**config.mk**
```make
export PLATFORM = sky130hd
export DESIGN_NAME = eeprom_readback_verify_flat
export DESIGN_NICKNAME = d
export VERILOG_FILES = /design/src/rtl/eeprom_pkg.sv /design/src/rtl/eeprom_readback_verify_if.sv /design/src/rtl/eeprom_readback_verify.sv /design/src/flat_wrapper.sv
export SDC_FILE = /design/constraint.sdc
export NUM_CORES = 1
export LEC_CHECK = 0
export CAP_MARGIN = 20
export CORE_MARGIN = 4
export CORE_UTILIZATION = 35
export DETAILED_ROUTE_END_ITERATION = 8
export GPL_TIMING_DRIVEN = 1
export HOLD_SLACK_MARGIN = 0.02
export SYNTH_ARGS = -nofsm -noshare
export SYNTH_HDL_FRONTEND = slang
export SYNTH_SLANG_ARGS = --single-unit
```
**constraint.sdc**
```tcl
create_clock -name clk -period 3.12 [get_ports clk]
set_clock_uncertainty 0.2 [all_clocks]
set_input_delay 0.624 -clock clk [delete_from_list [all_inputs] [get_ports clk]]
set_output_delay 0.624 -clock clk [all_outputs]
set_load 0.01 [all_outputs]
```
**src/rtl/eeprom_pkg.sv**
```systemverilog
// eeprom_pkg
//   Definitions shared by the EEPROM programmer and the readback verifier:
//   the verifier state encoding and the default bus geometry / read timing.
package eeprom_pkg;

   localparam int EE_ADDR_W    = 13;  // EEPROM address width
   localparam int EE_DATA_W    = 8;   // EEPROM data width
   localparam int EE_READ_WAIT = 8;   // clk cycles OE held low before sampling

   typedef enum logic [2:0] {
      ST_IDLE    = 3'd0,
      ST_SETUP   = 3'd1,
      ST_WAIT    = 3'd2,
      ST_SAMPLE  = 3'd3,
      ST_RECOVER = 3'd4,
      ST_FINISH  = 3'd5
   } verify_state_e;

endpackage

```
**src/rtl/eeprom_readback_verify_if.sv**
```systemverilog
// eeprom_readback_verify_if
//   Bundles the expected-data stream (valid/ready) and the EEPROM read pins
//   seen by the readback verifier.
//   master : verifier side  (drives exp_ready, ee_addr, ee_oe_n)
//   slave  : environment side (drives exp_data, exp_valid, ee_data_in)
interface eeprom_readback_verify_if
   import eeprom_pkg::*;
#(
   parameter int ADDR_W = EE_ADDR_W,
   parameter int DATA_W = EE_DATA_W
);

   logic [DATA_W-1:0] exp_data;    // expected byte for the current address
   logic              exp_valid;   // exp_data valid
   logic              exp_ready;   // verifier takes exp_data this cycle
   logic [ADDR_W-1:0] ee_addr;     // EEPROM address
   logic              ee_oe_n;     // EEPROM output enable, active-low
   logic [DATA_W-1:0] ee_data_in;  // EEPROM data bus, read direction

   modport master (
      input  exp_data, exp_valid, ee_data_in,
      output exp_ready, ee_addr, ee_oe_n
   );

   modport slave (
      output exp_data, exp_valid, ee_data_in,
      input  exp_ready, ee_addr, ee_oe_n
   );

endinterface

```
**src/rtl/eeprom_readback_verify.sv**
```systemverilog
// eeprom_readback_verify
//   Reads the parallel EEPROM back byte by byte (addresses 0..LENGTH-1) once
//   the programmer has released the bus and compares each byte against an
//   expected-data stream. Reports pass/fail, a saturating mismatch count and
//   the first failing address.
// Ports
//   clk            clock
//   reset          synchronous, active-low
//   start          1-cycle pulse, begins a pass when idle (ignored while busy)
//   bus            expected stream + EEPROM read pins (master modport)
//   busy           pass in progress
//   done           1-cycle pulse at end of pass
//   pass           valid from done until next start: 1 = zero mismatches
//   err_count      mismatch count, saturating
//   first_err_addr address of first mismatch, 0 if none
// Build option
//   EEPROM_VERIFY_DUMP_EN: adds dump_data/dump_valid, presenting every byte
//   read at a handshake for one cycle (no backpressure).
module eeprom_readback_verify
   import eeprom_pkg::*;
#(
   parameter int ADDR_W    = EE_ADDR_W,
   parameter int DATA_W    = EE_DATA_W,
   parameter int LENGTH    = 64,
   parameter int READ_WAIT = EE_READ_WAIT,
   parameter int ERR_W     = 8
) (
   input  logic              clk,
   input  logic              reset,
   input  logic              start,
   eeprom_readback_verify_if.master bus,
   output logic              busy,
   output logic              done,
   output logic              pass,
   output logic [ERR_W-1:0]  err_count,
   output logic [ADDR_W-1:0] first_err_addr
`ifdef EEPROM_VERIFY_DUMP_EN
   ,
   output logic [DATA_W-1:0] dump_data,
   output logic              dump_valid
`endif
);

   localparam int CNT_W = (READ_WAIT > 1) ? $clog2(READ_WAIT) : 1;
   localparam logic [ADDR_W-1:0] LAST_ADDR = ADDR_W'(LENGTH - 1);
   localparam logic [CNT_W-1:0]  WAIT_LAST = CNT_W'(READ_WAIT - 1);

   verify_state_e     state_q;
   logic [ADDR_W-1:0] addr_q;
   logic              oe_n_q;
   logic [CNT_W-1:0]  cnt_q;
   logic [DATA_W-1:0] rd_q;
   logic [DATA_W-1:0] exp_q;
   logic              busy_q;
   logic              done_q;
   logic              pass_q;
   logic [ERR_W-1:0]  err_q;
   logic [ADDR_W-1:0] first_q;
`ifdef EEPROM_VERIFY_DUMP_EN
   logic              dump_valid_q;
`endif

   always_ff @(posedge clk) begin
      if (!reset) begin
         state_q <= ST_IDLE;
         addr_q  <= '0;
         oe_n_q  <= 1'b1;
         cnt_q   <= '0;
         rd_q    <= '0;
         exp_q   <= '0;
         busy_q  <= 1'b0;
         done_q  <= 1'b0;
         pass_q  <= 1'b0;
         err_q   <= '0;
         first_q <= '0;
`ifdef EEPROM_VERIFY_DUMP_EN
         dump_valid_q <= 1'b0;
`endif
      end else begin
         done_q <= 1'b0;
`ifdef EEPROM_VERIFY_DUMP_EN
         dump_valid_q <= 1'b0;
`endif
         case (state_q)
            ST_IDLE: begin
               oe_n_q <= 1'b1;
               if (start) begin
                  err_q   <= '0;
                  first_q <= '0;
                  pass_q  <= 1'b0;
                  addr_q  <= '0;
                  busy_q  <= 1'b1;
                  state_q <= ST_SETUP;
               end
            end
            ST_SETUP: begin
               oe_n_q  <= 1'b0;
               cnt_q   <= '0;
               state_q <= ST_WAIT;
            end
            ST_WAIT: begin
               if (cnt_q == WAIT_LAST) begin
                  state_q <= ST_SAMPLE;
               end else begin
                  cnt_q <= cnt_q + 1'b1;
               end
            end
            ST_SAMPLE: begin
               // Both bytes are captured here and compared one cycle later,
               // so the EEPROM pins pass through exactly one flop.
               if (bus.exp_valid) begin
                  rd_q    <= bus.ee_data_in;
                  exp_q   <= bus.exp_data;
`ifdef EEPROM_VERIFY_DUMP_EN
                  dump_valid_q <= 1'b1;
`endif
                  state_q <= ST_RECOVER;
               end
            end
            ST_RECOVER: begin
               oe_n_q <= 1'b1;
               if (rd_q != exp_q) begin
                  if (err_q != '1) begin
                     err_q <= err_q + 1'b1;
                  end
                  // A saturating count never returns to zero, so zero means
                  // no mismatch seen yet in this pass.
                  if (err_q == '0) begin
                     first_q <= addr_q;
                  end
               end
               if (addr_q == LAST_ADDR) begin
                  state_q <= ST_FINISH;
               end else begin
                  addr_q  <= addr_q + 1'b1;
                  state_q <= ST_SETUP;
               end
            end
            ST_FINISH: begin
               done_q  <= 1'b1;
               pass_q  <= (err_q == '0);
               busy_q  <= 1'b0;
               state_q <= ST_IDLE;
            end
            default: state_q <= ST_IDLE;
         endcase
      end
   end

   assign bus.exp_ready  = (state_q == ST_SAMPLE);
   assign bus.ee_addr    = addr_q;
   assign bus.ee_oe_n    = oe_n_q;
   assign busy           = busy_q;
   assign done           = done_q;
   assign pass           = pass_q;
   assign err_count      = err_q;
   assign first_err_addr = first_q;

`ifdef EEPROM_VERIFY_DUMP_EN
   assign dump_data  = rd_q;
   assign dump_valid = dump_valid_q;
`endif

endmodule

```
**src/flat_wrapper.sv**
```systemverilog
// flat-port wrapper written by rule: the top's interface ports become plain ports
module eeprom_readback_verify_flat import eeprom_pkg::*;
#(
   parameter int ADDR_W    = EE_ADDR_W,
   parameter int DATA_W    = EE_DATA_W,
   parameter int LENGTH    = 64,
   parameter int READ_WAIT = EE_READ_WAIT,
   parameter int ERR_W     = 8
)
  (clk, reset, start, busy, done, pass, err_count, first_err_addr, bus_exp_data, bus_exp_valid, bus_ee_data_in, bus_exp_ready, bus_ee_addr, bus_ee_oe_n);
  eeprom_readback_verify_if #(.ADDR_W(ADDR_W), .DATA_W(DATA_W)) bus_i ();
  input  logic clk;
  input  logic reset;
  input  logic start;
  output logic busy;
  output logic done;
  output logic pass;
  output logic [ERR_W-1:0] err_count;
  output logic [ADDR_W-1:0] first_err_addr;
  input wire logic [$bits(bus_i.exp_data)-1:0] bus_exp_data;
  input wire logic [$bits(bus_i.exp_valid)-1:0] bus_exp_valid;
  input wire logic [$bits(bus_i.ee_data_in)-1:0] bus_ee_data_in;
  output wire logic [$bits(bus_i.exp_ready)-1:0] bus_exp_ready;
  output wire logic [$bits(bus_i.ee_addr)-1:0] bus_ee_addr;
  output wire logic [$bits(bus_i.ee_oe_n)-1:0] bus_ee_oe_n;
  assign bus_i.exp_data = bus_exp_data;
  assign bus_i.exp_valid = bus_exp_valid;
  assign bus_i.ee_data_in = bus_ee_data_in;
  assign bus_exp_ready = bus_i.exp_ready;
  assign bus_ee_addr = bus_i.ee_addr;
  assign bus_ee_oe_n = bus_i.ee_oe_n;
  eeprom_readback_verify #(.ADDR_W(ADDR_W), .DATA_W(DATA_W), .LENGTH(LENGTH), .READ_WAIT(READ_WAIT), .ERR_W(ERR_W)) u_core (.clk(clk), .reset(reset), .start(start), .bus(bus_i), .busy(busy), .done(done), .pass(pass), .err_count(err_count), .first_err_addr(first_err_addr));
endmodule
```
* Word-level counts from Yosys, hierarchy flattened *
Cells that the tools add are included.

storage, ports and cells
  register bits after elaboration = 60
  input bits = 20
  output and inout port bits = 39
  logic and storage cells = 68

cells by class
  add/sub/neg operators = 3
  equality and inequality tests = 17
  mux-type cells = 23
  reduce and logical (&&, ||, !) cells = 14

operators with widths
  cell                                                  count
  two-way mux 13 bit                                    4
  one-hot mux 13 bit (2 select lines)                   2
  two-way mux 8 bit                                     3
  one-hot mux 8 bit (2 select lines)                    1
  two-way mux 3 bit                                     5
  one-hot mux 3 bit (5 select lines)                    1
  adder 13 x 1 -> 13 bit, second input constant         1
  equality test 13 x 6 -> 1 bit, second input constant  1
  equality test 3 bit, second input constant            3
  adder 8 x 1 -> 8 bit, second input constant           1
  zero test 8 bit                                       1
  != test 2 x 1 -> 1 bit, second input constant         4
  != test 2 bit, second input constant                  4
  != test 8 bit                                         1
  != test 8 bit, second input constant                  1
  AND reduction 4 bit                                   2
  nonzero test 2 bit                                    4
  equality test 3 x 2 -> 1 bit, second input constant   2
  one-hot mux 1 bit (2 select lines)                    3
  one-hot mux 3 bit (2 select lines)                    1
  AND reduction 2 bit                                   3
  AND reduction 3 bit                                   2
  adder 3 x 1 -> 3 bit, second input constant           1
  equality test 3 x 1 -> 1 bit, second input constant   1
  3 further kinds                                       5

* Logic depth before layout (Yosys ltp) *
Gate-level depths: netlist of the first run.

  depth after elaboration = 4
  depth in mapped cells = 8
  depth with buffers taken out = 7

* Least setup slack after synthesis of the first run *
No wires, ideal clock.

  path type = register to register
  start point = register u_core.err_q[0], in the netlist u_core.err_count[0]
  end point = register u_core.first_q[10], in the netlist u_core.first_err_addr[10]
  library setup time = 0.115 ns
  data arrival time = 1.617 ns
  required time = 2.805 ns
  setup slack = 1.188 ns
  stages on the path, launching flop included = 9
  path buffers = 1
  period minus slack after synthesis = 1.932 ns
  path through = dfxtp_1 inv_1 ha_1 or4b_4 nor3_2 o21ai_2 buf_6 nand3_2 o21ai_2

between the ends
  cells in the longest elaborated chain, start to end = 3

ends and longest elaborated chain
  item                                     RTL line                       text
  from (decl)                              eeprom_readback_verify.sv:57   logic [ERR_W-1:0] err_q;
  from (signal assigned)                   eeprom_readback_verify.sv:124  err_q <= err_q + 1'b1;
  zero test 8 bit                          eeprom_readback_verify.sv:128  if (err_q == '0) begin
  != test 2 x 1 -> 1 bit (no source line)  -
  AND reduction 4 bit (no source line)     -
  to (signal assigned)                     eeprom_readback_verify.sv:129  first_q <= addr_q;
  to (decl)                                eeprom_readback_verify.sv:58   logic [ADDR_W-1:0] first_q;

No other way between the ends.
A chain may end at the register's enable or synchronous reset.

* Final worst setup path of the first run *
  start point = register u_core.state_q[0]
  end point = output port bus_exp_ready

between the ends
  cells in the longest elaborated chain, start to end = 1

ends and longest elaborated chain
  item                          RTL line                       text
  from (decl)                   eeprom_readback_verify.sv:48   verify_state_e state_q;
  from (signal assigned)        eeprom_readback_verify.sv:65   state_q <= ST_IDLE;
  from (signal assigned)        eeprom_readback_verify.sv:93   state_q <= ST_SETUP;
  from (signal assigned)        eeprom_readback_verify.sv:99   state_q <= ST_WAIT;
  equality test 3 x 2 -> 1 bit  eeprom_readback_verify.sv:150  assign bus.exp_ready = (state_q == ST_SAMPLE);
  to (decl)                     flat_wrapper.sv:23             output wire logic [$bits(bus_i.exp_ready)-1:0] bus_exp_ready;

No other way between the ends.

==> flow_metrics.tcl, run 1 <==
set metrics [dict create \
    io_pins 59 \
    ys_types 53 \
    drive_gt1_share_pct 13.2 \
    arrival_ns 1.75 \
    hold_violations 0 \
    synth_top_area_share_pct 42.7 \
    die_x_um 97.6 \
    clk_pin_slew_ns 0.06 \
    vdd_drop_max_v 0.000255 \
    areaGrowthSynthToFinish_pct 31.9 \
    via_per_inst 5.11 \
    wirelength_um 6840 \
    drcViolationCount 0 \
    hold_class "flip-flop to flip-flop" \
    die_area_um2 9530 \
    hold_ws_ns 0.253 \
    antenna_left 0 \
    yosys-top-cells-area "dfxtp_1 (43%), nand2_1 (7.5%), o21ai_2 (4.4%)" \
    drtIter0Drc 112 \
    start_util_pct 36.2 \
    cts_tree "done" \
    synthesis.area_um2 2810 \
    die_height_um 97.6 \
    cts_sinks 60 \
    post-place-ws_ns 0.620 \
    async_flop_share_pct 0 \
    wl_per_cell_um 13.8 \
    synth_top_flop_cell "dfxtp_1" \
    n_antenna_cell 0 \
    power_density_nw_per_um2 448 \
    path_cells "and3_1, clkdlybuf4s50_1" \
    timing.final.ws_setup_ns 0.547 \
    period_needed_ns 2.57 \
    syn_nets 354 \
    rsz0062_at_grt "no" \
    synthCells 329 \
    grt_pass1_vias 2298 \
    cts_htree_levels 3 \
    startpoint_type "flip-flop" \
    worstSkewPairLatency_ns 0.33 \
    grt-ovfl-total 0 \
    tightest_slew_ns 0.578 \
    critical-path-slowest-cell "dfxtp_1" \
    max_cap_viol_count 0 \
    endpoint_kind "primary output" \
    outcome "finished clean" \
    routabilityCongestion 0.842 \
    finish.net_count 414 \
    cp_data_required_time_ns 2.30 \
    firstDrtPassIters 4 \
    cpPeakStageDelay_ns 0.64 \
    hpwl_um 4870 \
    num_rows 32 \
    maxSlewHeadroom_pct 61.4 \
    clk_path_buf_depth 2 \
    synth_edf_count 0 \
    root_buffer "clkbuf_8" \
    holdBufCountCts 0 \
    fmax_mhz 389 \
    grt_pass1_wl_um 11300 \
    cts_buffers 9 \
    synth_most_common_cell "dfxtp_1" \
    grt_max_degree 27 \
    track_usage_pct 14.4 \
    synth_seq_area_share_pct 42.7 \
    post-route-util_pct 47.7 \
    place.port_buffers 58 \
    crit_fanout 15 \
    timing.setup.tns_ns 0 \
    cts_setup_buffers 0 \
    slew_viol_final 0 \
    synth_top_area_cell "dfxtp_1" \
    yosys_warnings 0 \
    core_um2 7770 \
    post_cts_resized 0 \
    setup_violations 0 \
    worstSetupPathType "flip-flop to primary output" \
    vias 2528 \
    finalCritPeriodShare_pct 82.5 \
    ys_ff_latch 60 \
    grt_antenna_before_repair 0 \
    avgSynthCellArea_um2 8.55 \
    power.leakage_nw 1.25 \
    synthTopCellsByCount "dfxtp_1 (60), nand2_1 (56), a21oi_1 (24), nand3_1 (24), nor2_1 (23)" \
]
-- placed cells by master (no fill, tap or decap), types with 2 or more instances in the layout --
master,synthesis,routed
a21oi_1,24,24
a22o_1,2,2
a22oi_1,3,3
a311oi_1,2,2
a31o_2,2,2
a31oi_1,3,3
a41oi_1,2,2
and2_1,5,5
and3_1,4,4
and4_1,2,2
buf_4,1,7
bufinv_16,0,2
clkbuf_8,0,10
clkdlybuf4s50_1,0,58
dfxtp_1,60,60
ha_1,5,5
inv_1,4,4
nand2_1,56,56
nand2b_1,3,3
nand3_1,24,24
nand3_2,7,7
nand4_1,8,8
nor2_1,23,23
nor3_1,6,6
nor4_1,3,3
o21ai_0,7,7
o21ai_2,14,14
or3_1,3,3
or4_1,2,2
xnor2_1,11,11
xor2_1,5,5
-- worst max-delay path, delay by kind of cell, from the launching register on --
kind / cells / cell delay, ns
flip-flops: 1 / 0.64
buffers and inverters: 1 / 0.54
AND/OR/NAND/NOR: 1 / 0.25
-- kinds of logic (layout without fill, tap and decap cells) --
kind of cell	count (synthesis)	in the layout	share of synthesized area, %
compound gates	67	67	16.1
simple gates	158	158	29.5
mux	2	2	0.756
xor+xnor	16	16	4.98
flops	60	60	42.7
fa+ha+maj	5	5	2.22
buf+inv	21	85	3.69
-- through the flow --
step | cells | total power (W) | cell area [um2]
floorplan | 329 | 0.000861 | 2810
global placement | 480 | 0.000910 | 3490
detailed placement | 480 | 0.000911 | 3490
CTS | 495 | 0.00169 | 3710
global route | 495 | 0.00173 | 3710
finish | 495 | 0.00166 | 3710
-- cell type report --
type / count / area, um2
clock inverters: 4 / 73.8
well taps: 102 / 128
clock buffers: 11 / 141
fillers: 782 / 4060
flip-flops and latches: 60 / 1200
inverters: 5 / 18.8
multi-input cells: 248 / 1510
repair buffers: 65 / 633
-- per-layer routing --
metal  track usage, %  up-vias  routed length, um
met2             23.1       70               3240
li1                 -     1299                  -
met4             5.01        0                 59
met5                0        -                  0
met3             4.24        5                389
met1             18.3     1154               3150
-- flip-flops by register name, summed over array words and instances, names as in the netlist --
name                   count
u_core.bus.ee_oe_n         1
u_core.rd_q                8
u_core.bus.ee_addr        13
u_core.cnt_q               3
u_core.err_count           8
u_core.busy                1
u_core.exp_q               8
u_core.first_err_addr     13
u_core.pass                1
u_core.done                1
u_core.state_q             3
-- power by group --
group          leakage [nW]  total [W]  switching (W)  internal (W)
clock network         0.109   0.000766       0.000299      0.000468
logic                 0.660   0.000106      0.0000550     0.0000510
registers             0.484   0.000788      0.0000134      0.000774
-- worst paths after layout --
kind / from / end / slack (ns) / cells after the start
max reg2reg: u_core.err_count[0]$_SDFFE_PN0P_ / u_core.first_err_addr[4]$_SDFFE_PN0P_ / 1.01 / 8
max: u_core.state_q[0]$_SDFFE_PN0P_ / bus_exp_ready / 0.55 / 2
min reg2reg: u_core.first_err_addr[11]$_SDFFE_PN0P_ / u_core.first_err_addr[11]$_SDFFE_PN0P_ / 0.25 / 2
min: u_core.first_err_addr[11]$_SDFFE_PN0P_ / u_core.first_err_addr[11]$_SDFFE_PN0P_ / 0.25 / 2
Note: power is estimated with default switching activity, not from simulation.
==> run 2, diff against run 1 <==
Clock period 3.12 ns to 2.3 ns, I/O delays scaled along.
==> run 2 against run 1 <==
  * Combinational power up 47%
  * Hold slack barely moved
  * Flip-flop and latch count unchanged
  * Core utilization increased by 0.72 points
  * Sequential power rose by 35%
  * Routed wire length down 1.1%
  * Total power is 31% higher
  * Cell count is 1.6% higher
  * Design area grew 1.5%
  * Clock power increased by 25%
  * Clock-buffer cell count rose by 1
  * Critical path depth increased by 1
  * Largest cell class unchanged
  * Highest routed layer unchanged
==> flow_metrics.tcl, run 2 (synthesis gave the netlist of run 1 again) <==
set metrics [dict create \
    antenna_left 0 \
    pwr-share-seq_pct 48.9 \
    slew_viol_final 0 \
    areaGrowthSynthToFinish_pct 33.9 \
    final_common_cell "clkdlybuf4s50_1" \
    hold_class "flip-flop to flip-flop" \
    place.port_buffers 58 \
    worstSetupPathType "flip-flop to primary output" \
    setup_violations 0 \
    clk_path_buf_depth 2 \
    drive_gt1_share_pct 15.7 \
    timing.final.ws_setup_ns 0.105 \
    grt_pass1_wl_um 11500 \
    cts_tree "done" \
    start_util_pct 36.2 \
    via_per_inst 5.10 \
    grt_max_degree 27 \
    p_comb_share_pct 7.2 \
    vdd_drop_max_v 0.000346 \
    io_pins 59 \
    grt_pass1_vias 2460 \
    cp_data_required_time_ns 1.64 \
    wirelength_um 6760 \
    maxSlewHeadroom_pct 61.2 \
    root_buffer "clkbuf_8" \
    hold_violations 0 \
    fillCellCount 770 \
    n_antenna_cell 0 \
    routabilityCongestion 0.826 \
    timing.setup.tns_ns 0 \
    finish.net_count 421 \
    power.leakage_nw 1.29 \
    grt-ovfl-total 0 \
    tightest_slew_ns 0.582 \
    outcome "finished clean" \
    die_x_um 97.6 \
    grt_antenna_before_repair 0 \
    clock_power_share_pct 43.9 \
    vias 2565 \
    core_um2 7770 \
    final_cell_mix "clkdlybuf4s50_1 (58), dfxtp_1 (57), nand2_1 (56), nand3_1 (24), a21oi_1 (24)" \
    power_density_nw_per_um2 578 \
    design_area_um2 3760 \
    die_area_um2 9530 \
    num_rows 32 \
    cts_htree_levels 3 \
    firstDrtPassIters 4 \
    drtIter0Drc 84 \
    wl_per_cell_um 13.4 \
    die_height_um 97.6 \
    layout.cells.non_filler 503 \
    worstSkewPairLatency_ns 0.33 \
    finalCritPeriodShare_pct 95.4 \
    max_cap_viol_count 0 \
    post-route-util_pct 48.5 \
    hpwl_um 4960 \
    period_needed_ns 2.19 \
    placed_area_um2 3560 \
    switching_share_pct 22.7 \
    cts_sinks 60 \
    track_usage_pct 14.5 \
    drcViolationCount 0 \
    clk_pin_slew_ns 0.06 \
    rsz0062_at_grt "no" \
    crit_fanout 5 \
    endpoint_kind "primary output" \
    placed_cells 487 \
    fmax_mhz 456 \
    cts_buffers 9 \
    arrival_ns 1.53 \
    internal-power_w 0.00168 \
    startpoint_type "flip-flop" \
    post-place-ws_ns 0.0866 \
    p_sw_w 0.000493 \
]
-- run 2: stage by stage --
| stage | total power [W] | hold WS [ns] |
|---|---|---|
| 2_1_floorplan | 0.00117 | 0.249 |
| 3_3_place_gp | 0.00124 | 0.243 |
| 3_5_place_dp | 0.00124 | 0.247 |
| 4_1_cts | 0.00220 | 0.257 |
| 5_1_grt | 0.00226 | 0.271 |
| 6_report | 0.00218 | 0.253 |
-- run 2: power groups by stage --
stage / logic, W / clock network, W / registers, W
global route: 0.000173 / 0.00102 / 0.00107
detailed placement: 0.000157 / 0 / 0.00109
CTS: 0.000158 / 0.000983 / 0.00106
finish: 0.000156 / 0.000956 / 0.00106
global placement: 0.000155 / 0 / 0.00109
floorplan: 0.0000840 / 0 / 0.00108
-- run 2: cell type report --
| type | instances | area [um2] | area share (%) |
|---|---|---|---|
| inverters | 5 | 18.8 | 0.499 |
| well taps | 102 | 128 | 3.39 |
| clock buffers | 12 | 155 | 4.12 |
| clock inverters | 4 | 47.5 | 1.26 |
| flip-flops and latches | 60 | 1200 | 32.0 |
| multi-input cells | 248 | 1510 | 40.2 |
| repair buffers | 72 | 698 | 18.5 |
-- run 2: final timing paths --
| check | start | endpoint | slack (ns) | depth (start not counted) |
|---|---|---|---|---|
| setup / recovery | u_core.state_q[2]$_SDFFE_PN0P_ | bus_exp_ready | 0.11 | 3 |
| hold / removal | u_core.first_err_addr[8]$_SDFFE_PN0P_ | u_core.first_err_addr[8]$_SDFFE_PN0P_ | 0.25 | 2 |
| setup reg to reg | u_core.err_count[0]$_SDFFE_PN0P_ | u_core.first_err_addr[3]$_SDFFE_PN0P_ | 0.28 | 8 |
| hold reg to reg | u_core.first_err_addr[8]$_SDFFE_PN0P_ | u_core.first_err_addr[8]$_SDFFE_PN0P_ | 0.25 | 2 |
-- run 2: timing repair --
item | CTS | global route
endpoints found under the setup margin | 0 | 1
gates resized for setup | 0 | 3
hold buffers | 0 | 0
setup buffers | 0 | 0
-- run 2: routing by layer --
layer / global-route usage (%) / up-vias / share of wire [%]
li1: - / 1305 / -
met1: 17.8 / 1180 / 46
met2: 23.8 / 69 / 46
met3: 4.38 / 11 / 6.4
met4: 5.75 / 0 / 1.6
met5: 0 / - / 0
-- run 2: worst max-delay path: stages, from the launching register on --
cell and delay (ns):
dfxtp_2 0.35, inv_1 0.13, and3_1 0.18, clkdlybuf4s50_1 0.54
